--- config.mk ---
export PLATFORM = sky130hd
export DESIGN_NAME = seg_display_controller
export DESIGN_NICKNAME = d
export VERILOG_FILES = /design/src/rtl/seg_display_controller.sv
export SDC_FILE = /design/constraint.sdc
export NUM_CORES = 1
export LEC_CHECK = 0
export ABC_AREA = 1
export CAP_MARGIN = 10
export CORE_UTILIZATION = 62
export DETAILED_ROUTE_END_ITERATION = 8
export PLACE_DENSITY = 0.9
export SLEW_MARGIN = 15
export SYNTH_ARGS = -nofsm -noshare
export SYNTH_HDL_FRONTEND = slang
export SYNTH_SLANG_ARGS = --single-unit
--- constraint.sdc ---
create_clock -name clk -period 3 [get_ports clk]
set_clock_uncertainty 0.2 [all_clocks]
set_input_delay 0.6 -clock clk [delete_from_list [all_inputs] [get_ports clk]]
set_output_delay 0.6 -clock clk [all_outputs]
set_load 0.01 [all_outputs]
--- src/rtl/seg_display_controller.sv ---
// Debounced push buttons select which of four signed byte sources feeds a
// seven-segment driver, either manually or by timed auto-scroll.
module seg_display_controller #(
   parameter int DEBOUNCE = 1_000_000,
   parameter int DWELL    = 50_000_000
) (
   input  logic        clk,
   input  logic        rst_n,
   input  logic        btn_next,
   input  logic        btn_mode,
   input  logic [31:0] src_data,
   input  logic [3:0]  src_valid,
   output logic [7:0]  num,
   output logic [1:0]  src_sel,
   output logic        auto_mode,
   output logic        upd
);

   localparam int DB_W = $clog2(DEBOUNCE);
   localparam int DW_W = $clog2(DWELL);

   typedef enum logic {MANUAL = 1'b0, AUTO = 1'b1} mode_t;

   // Bit 0 is the next button, bit 1 the mode button.
   logic [1:0]      btn_raw;
   logic [1:0]      sync_q1;
   logic [1:0]      sync_q2;
   logic [1:0]      deb;
   logic [1:0]      deb_q;
   logic [1:0]      press;
   logic [DB_W-1:0] db_cnt [2];

   mode_t           state;
   mode_t           state_nxt;
   logic [DW_W-1:0] dwell;
   logic [DW_W-1:0] dwell_nxt;
   logic [1:0]      cand;
   logic            cand_ok;
   logic [1:0]      sel_nxt;
   logic            advance;

   assign btn_raw = {btn_mode, btn_next};
   assign press   = deb & ~deb_q;

   always_ff @(posedge clk or negedge rst_n) begin
      if (!rst_n) begin
         sync_q1 <= '0;
         sync_q2 <= '0;
         deb     <= '0;
         deb_q   <= '0;
         for (int i = 0; i < 2; i++) db_cnt[i] <= '0;
      end else begin
         sync_q1 <= btn_raw;
         sync_q2 <= sync_q1;
         deb_q   <= deb;
         for (int i = 0; i < 2; i++) begin
            if (sync_q2[i] == deb[i]) begin
               db_cnt[i] <= '0;
            end else if (db_cnt[i] == DB_W'(DEBOUNCE - 1)) begin
               deb[i]    <= sync_q2[i];
               db_cnt[i] <= '0;
            end else begin
               db_cnt[i] <= db_cnt[i] + 1'b1;
            end
         end
      end
   end

   // Scan downwards so the nearest valid successor is the one that sticks.
   always_comb begin
      cand    = src_sel;
      cand_ok = 1'b0;
      for (int k = 3; k >= 1; k--) begin
         if (src_valid[src_sel + 2'(k)]) begin
            cand    = src_sel + 2'(k);
            cand_ok = 1'b1;
         end
      end
   end

   // A mode press wins over a same-cycle next press or dwell expiry.
   always_comb begin
      state_nxt = state;
      dwell_nxt = dwell;
      advance   = 1'b0;
      sel_nxt   = src_sel;
      if (press[1]) begin
         state_nxt = (state == MANUAL) ? AUTO : MANUAL;
         dwell_nxt = '0;
      end else if (press[0]) begin
         advance   = 1'b1;
         dwell_nxt = '0;
      end else if (state == AUTO) begin
         if (dwell == DW_W'(DWELL - 1)) begin
            advance   = 1'b1;
            dwell_nxt = '0;
         end else begin
            dwell_nxt = dwell + 1'b1;
         end
      end
      if (advance && cand_ok) sel_nxt = cand;
   end

   always_ff @(posedge clk or negedge rst_n) begin
      if (!rst_n) begin
         state     <= MANUAL;
         dwell     <= '0;
         src_sel   <= '0;
         auto_mode <= 1'b0;
         upd       <= 1'b0;
         num       <= '0;
      end else begin
         state     <= state_nxt;
         dwell     <= dwell_nxt;
         src_sel   <= sel_nxt;
         auto_mode <= (state_nxt == AUTO);
         upd       <= (sel_nxt != src_sel);
         if (src_valid[src_sel]) num <= src_data[{src_sel, 3'b000} +: 8];
      end
   end

endmodule

==> impl_metrics.yaml, run 1 <==
run_status:
  status: "complete, no violations"
setup_path:
  endpoint: "src_sel[0]"
  crit_fanout: 10
  reg2reg_from: "deb[1]"
  critPathLaunchType: "flop"
  cpLargestDelayFamily: "buffers and inverters"
  cp.depth: 1
  critPathBufInv: 1
  crit_chain: "clkdlybuf4s50_1"
  crit_start: "src_sel[0]"
  arrival_ps: 1490
  reg2reg_depth: 9
  max_stage_delay_ps: 600
  critPathSlowestCell: "clkdlybuf4s50_1"
  required_ps: 2200
  reg2reg_setup_slack_ps: 710
  path_class: "flop to primary output"
  critPathCaptureType: "primary output"
  r2r_end: "dwell[19]"
route:
  drc: 0
  drt-wirelength-per-cell_um: 13.5
  ant_nets: 0
  routed_wirelength_mm: 11.2
  vias: 4557
  viasPerCell: 5.48
  dr.pass1.iters: 5
  drt_iter0_drc: 324
grt:
  grt_pass1_wl_mm: 19.6
  busiest_layer: "met2"
  grt.met3_usage_pct: 4.19
  use_met2_pct: 52.3
  track_usage_pct: 29.3
  grt_pass1_vias: 4430
  globalRouteMet1Util_pct: 36.3
  antenna_found_initial: 0
  grt_max_degree: 70
  grt_overflow: 0
yosys:
  syn-mean-instance-area_um2: 7.39
  synthFlopType: "dfrtp_1"
  synth_edf_count: 0
  yosysSeqAreaShare_pct: 43.6
  syn-instance-count: 667
  ys_warn_count: 0
  syn-num-nets: 710
  async_flop_share_pct: 100
  syn_area_um2: 4930
  ys_types: 36
  ys_ff_latch: 86
cells_and_area:
  finalNonFillerCells: 831
  diodes: 0
  final_area_um2: 5760
  area_delta_synth_final_pct: 16.8
  fin_util_pct: 74.5
  num-fill-cells: 573
  nNetsFinal: 767
  drive_above_1_share_pct: 7.00
clock_tree:
  h-tree-depth: 3
  clock-sinks: 86
  cts.reportedPaths.clkPinSlew_ps: 90
  worstSkewPairLatency_ps: 370
  clock_path_buffers: 2
  cts_tree: "built"
  numCtsBuffers: 9
  root_buffer: "clkbuf_8"
  cts_resized: 0
power:
  total_power_mw: 2.21
  powerDensity_nw_per_um2: 384
  peakVddDrop_uv: 244
  pwr-share-clk_pct: 38.8
  p_sw_share_pct: 23.4
  power_frac_comb_pct: 7.4
  p_seq_share_pct: 53.7
  leakagePower_nw: 2.58
  intPower_mw: 1.70
  power.switching_mw: 0.517
placement:
  place_area_um2: 5540
  gp_congestion: 0.890
  dp_cells: 814
  dp_hpwl_mm: 8.26
  port-buffer-count: 51
  dp_slack_ps: 712
floorplanning:
  num_io_pins: 52
  die_area_um2: 8320
  core-area_um2: 7730
  dieWidth_um: 91.2
  start_util_pct: 63.8
  die_h_um: 91.2
  row_count: 32
run:
  drv_cap: 0
timing:
  slew_viol_final: 0
  rsz0062_at_grt: "no"
  hold_viol: 0
  tns_ps: 0
  timing.fmax_ghz: 0.437
  setup_violations: 0
  period_share_pct: 76.3
  slew_headroom_pct: 55.1
  worst_pin_slew_ps: 667
  fin_ws_ps: 712
  whs_ps: 157
  fin_crit_ps: 2290
min_path:
  worstHoldPathCells: 0
  hold_class: "flop to flop"
cell families after synthesis:
| group | Yosys count | synth area share [%] |
|---|---|---|
| AOI/OAI and AO/OA | 31 | 3.30 |
| muxes | 8 | 1.83 |
| DFF | 86 | 43.6 |
| buffers and inverters | 93 | 7.48 |
| and+or+nand+nor | 422 | 38.7 |
| xor gates and xnor gates | 24 | 4.26 |
| adders and majority gates | 3 | 0.761 |
sequential cells by signal (all words and copies together), names as in the netlist, 2 cells and up:
signal / flops
sync_q1: 2
dwell: 26
deb_q: 2
db_cnt: 40
sync_q2: 2
deb: 2
num: 8
src_sel: 2
synthesized netlist by cell type (2+ instances only):
library cell,count,area [µm²]
nor3_2,5,50.1
nor2_2,6,37.5
nor3_1,22,110
mux2_2,8,90.1
nand2_1,184,691
buf_4,2,15.0
nand3_1,41,205
a21oi_1,12,60.1
nor3b_2,3,37.5
nor2_1,109,409
o21ai_0,12,60.1
buf_2,4,20.0
ha_1,3,37.5
dfrtp_1,86,2150
nor3b_1,5,37.5
inv_1,84,315
nand2_2,5,31.3
xnor2_1,6,52.6
o21ai_1,4,20.0
nand4_1,27,169
nand3b_1,2,15.0
nor4_1,3,18.8
xor2_1,18,158
and3_1,4,25.0
how the worst min path moves through the flow:
stage | slack [ps] | endpoint | start
global placement | 140 | sync_q2[0] | sync_q1[0]
detailed placement | 140 | sync_q2[0] | sync_q1[0]
floorplan | 100 | db_cnt[0] | rst_n
CTS | 160 | sync_q2[0] | sync_q1[0]
global route | 160 | sync_q2[1] | sync_q1[1]
finish | 160 | sync_q2[0] | sync_q1[0]
layout make-up:
class,count,area (µm²),area share (%)
clock buffer,11,151,2.63
clock inverter,5,57.6,0.999
inverter,86,323,5.60
multi-input combinational,488,2410,41.9
sequential,86,2150,37.4
tap,102,128,2.22
timing repair buffer,53,538,9.34
power by group through the flow:
stage | registers (mW) | clock network [mW] | logic [mW]
finish | 1.19 | 0.859 | 0.165
CTS | 1.19 | 0.873 | 0.167
detailed placement | 1.21 | 0 | 0.165
global placement | 1.21 | 0 | 0.161
floorplan | 1.22 | 0 | 0.0499
global route | 1.19 | 0.923 | 0.182
placed cells by master (no fill, tap or decap), drive strengths merged:
cell type / n
nand2: 189
nor2: 117
dfrtp: 86
inv: 85
clkdlybuf4s50: 50
nand3: 42
nand4: 27
nor3: 27
xor2: 18
o21ai: 16
a21oi: 12
clkbuf: 11
mux2: 8
nor3b: 8
xnor2: 6
and3: 4
nor4: 4
ha: 3
clkinvlp: 3
nand3b: 2
clkinv: 2
buf: 2
a31oi: 1
o21bai: 1
or2: 1
or3: 1
a22o: 1
bufinv: 1
dlygate4sd3: 1
layer usage:
layer	up-vias	wire (µm)
met5	-	0
met4	0	178
met3	18	531
met2	143	5750
met1	2157	4740
li1	2239	-
timing repair:
action,in CTS,in global routing
buffers inserted,0,0
setup endpoints to repair,0,0
hold buffers,1,0
endpoints found under the hold margin,17,0
worst reg2reg max path: cells and delay by family, from the launching register on:
family | cells | cell delay, ps
flops | 1 | 420
simple gates | 8 | 1410
buf+inv | 1 | 150
Power figures use the tool's default switching activity.
==> run 2: changes to the inputs <==
--- a/config.mk
+++ b/config.mk
@@ -7,9 +7,9 @@
 export LEC_CHECK = 0
 export ABC_AREA = 1
 export CAP_MARGIN = 10
-export CORE_UTILIZATION = 62
+export CORE_UTILIZATION = 52
 export DETAILED_ROUTE_END_ITERATION = 8
-export PLACE_DENSITY = 0.9
+export PLACE_DENSITY = 0.81
 export SLEW_MARGIN = 15
 export SYNTH_ARGS = -nofsm -noshare
 export SYNTH_HDL_FRONTEND = slang
==> constraint.sdc (replaced) <==
create_clock -name clk -period 1.95 [get_ports clk]
set_clock_uncertainty 0.2 [all_clocks]
set_input_delay 0.39 -clock clk [delete_from_list [all_inputs] [get_ports clk]]
set_output_delay 0.39 -clock clk [all_outputs]
set_load 0.01 [all_outputs]
==> run 2 against run 1 <==
Effect of this change:
- critical endpoint is now num[0]
- largest cell class unchanged
- power grew 58%
- setup slack worse by 610 ps
- die area up 19%
- global-route usage shrank 5.2 points
- sequential power increased by 54%
- cell count grew 3.2%
==> impl_metrics.yaml, run 2 (synthesized netlist as in run 1, its figures left out) <==
run_status:
  status: "complete, no violations"
cells_and_area:
  area_delta_synth_final_pct: 20.9
  fin_util_pct: 64.8
  diodes: 0
  drive_above_1_share_pct: 10.4
  largest_register_ffs: 40
  nNetsFinal: 785
  mostFrequentLayoutCell: "nand2_1"
  num-fill-cells: 754
  reg.largest.list: "db_cnt (40), dwell (26), num (8)"
  final_cell_mix: "nand2_1 (184), nor2_1 (109), dfrtp_1 (84)"
  top_register: "db_cnt"
  final_area_um2: 5960
setup_path:
  crit_chain: "clkdlybuf4s50_1"
  max_stage_delay_ps: 550
  cp.depth: 1
  critPathCaptureType: "primary output"
  critPathLaunchType: "flop"
  reg2reg_depth: 3
  cpLargestDelayFamily: "buffers and inverters"
  required_ps: 1360
  path_class: "flop to primary output"
  crit_fanout: 2
  critPathSlowestCell: "clkdlybuf4s50_1"
  arrival_ps: 1260
  critPathBufInv: 1
timing:
  timing.fmax_ghz: 0.542
  tns_ps: 0
  hold_viol: 0
  setup_violations: 0
  fin_crit_ps: 1850
  period_share_pct: 94.7
  worst_pin_slew_ps: 615
  whs_ps: 160
  slew_viol_final: 0
  slew_headroom_pct: 58.6
power:
  peakVddDrop_uv: 454
  p_seq_share_pct: 52.3
  powerDensity_nw_per_um2: 588
  power.switching_mw: 0.756
  p_sw_share_pct: 21.6
  power_frac_comb_pct: 7.5
  intPower_mw: 2.75
  total_power_mw: 3.50
  leakagePower_nw: 2.71
  pwr-share-clk_pct: 40.3
floorplanning:
  die_h_um: 99.4
  dieWidth_um: 99.4
  core-area_um2: 9200
  die_area_um2: 9880
  start_util_pct: 53.6
  row_count: 35
  num_io_pins: 52
route:
  viasPerCell: 5.27
  drt_iter0_drc: 149
  ant_nets: 0
  drt-wirelength-per-cell_um: 12.8
  routed_wirelength_mm: 11.0
  drc: 0
  dr.pass1.iters: 5
  vias: 4525
grt:
  track_usage_pct: 24.1
  grt_pass1_wl_mm: 19.2
  grt_overflow: 0
  grt_max_degree: 39
  antenna_found_initial: 0
  grt_pass1_vias: 4447
clock_tree:
  h-tree-depth: 3
  worstSkewPairLatency_ps: 350
  cts.reportedPaths.clkPinSlew_ps: 80
  clock-sinks: 86
  cts_tree: "built"
  root_buffer: "clkbuf_8"
  clock_path_buffers: 2
  numCtsBuffers: 9
placement:
  port-buffer-count: 51
  dp_hpwl_mm: 8.31
  place_area_um2: 5660
  gp_congestion: 0.935
min_path:
  hold_class: "flop to flop"
  worstHoldPathCells: 0
run:
  drv_cap: 0
run 2: power by group through the flow:
stage,sequential [mW],clock [mW],combinational (mW)
after floorplan,1.87,0,0.0767
after global placement,1.86,0,0.256
after detailed placement,1.87,0,0.262
after CTS,1.83,1.46,0.264
after global routing,1.84,1.54,0.289
final,1.83,1.41,0.262
run 2: worst paths after layout:
| check | startpoint | endpoint | slack, ps |
|---|---|---|---|
| worst max-delay path | num[0] | num[0] | 100 |
| worst min-delay path | sync_q1[0] | sync_q2[0] | 160 |
| worst max register to register | deb[1] | db_cnt[8] | 110 |
| worst min register to register | sync_q1[0] | sync_q2[0] | 160 |
| max in group asynchronous | rst_n | src_sel[0] | 770 |
| min in group asynchronous | rst_n | num[1] | 250 |
run 2: layout make-up:
class | count | area [µm²] | area share, %
clock buffer | 11 | 151 | 2.54
timing repair buffer | 70 | 667 | 11.2
clock inverter | 5 | 81.3 | 1.36
multi-input combinational | 489 | 2440 | 41.0
sequential | 86 | 2150 | 36.1
inverter | 86 | 323 | 5.42
tap | 111 | 139 | 2.33
run 2: routing by layer:
metal	share of wire, %	track usage, %	up-vias
li1	-	-	2277
met1	44	28.8	2125
met2	51	43.4	106
met3	3.8	4.43	17
met4	1.7	8.48	0
met5	0	0	-
run 2: what timing repair did:
item	CTS	global route
pin swaps	0	4
endpoints found under the setup margin	2	52
cloned	0	1
endpoints found under the hold margin	16	0
setup buffers	0	3
resized for setup	3	9
hold buffers	1	0
run 2: stage by stage:
stage,std cells,setup slack [ps]
final,858,104
after global routing,858,-1.47
after CTS,854,9.82
after detailed placement,837,-131
after global placement,837,-81.5
after floorplan,667,238
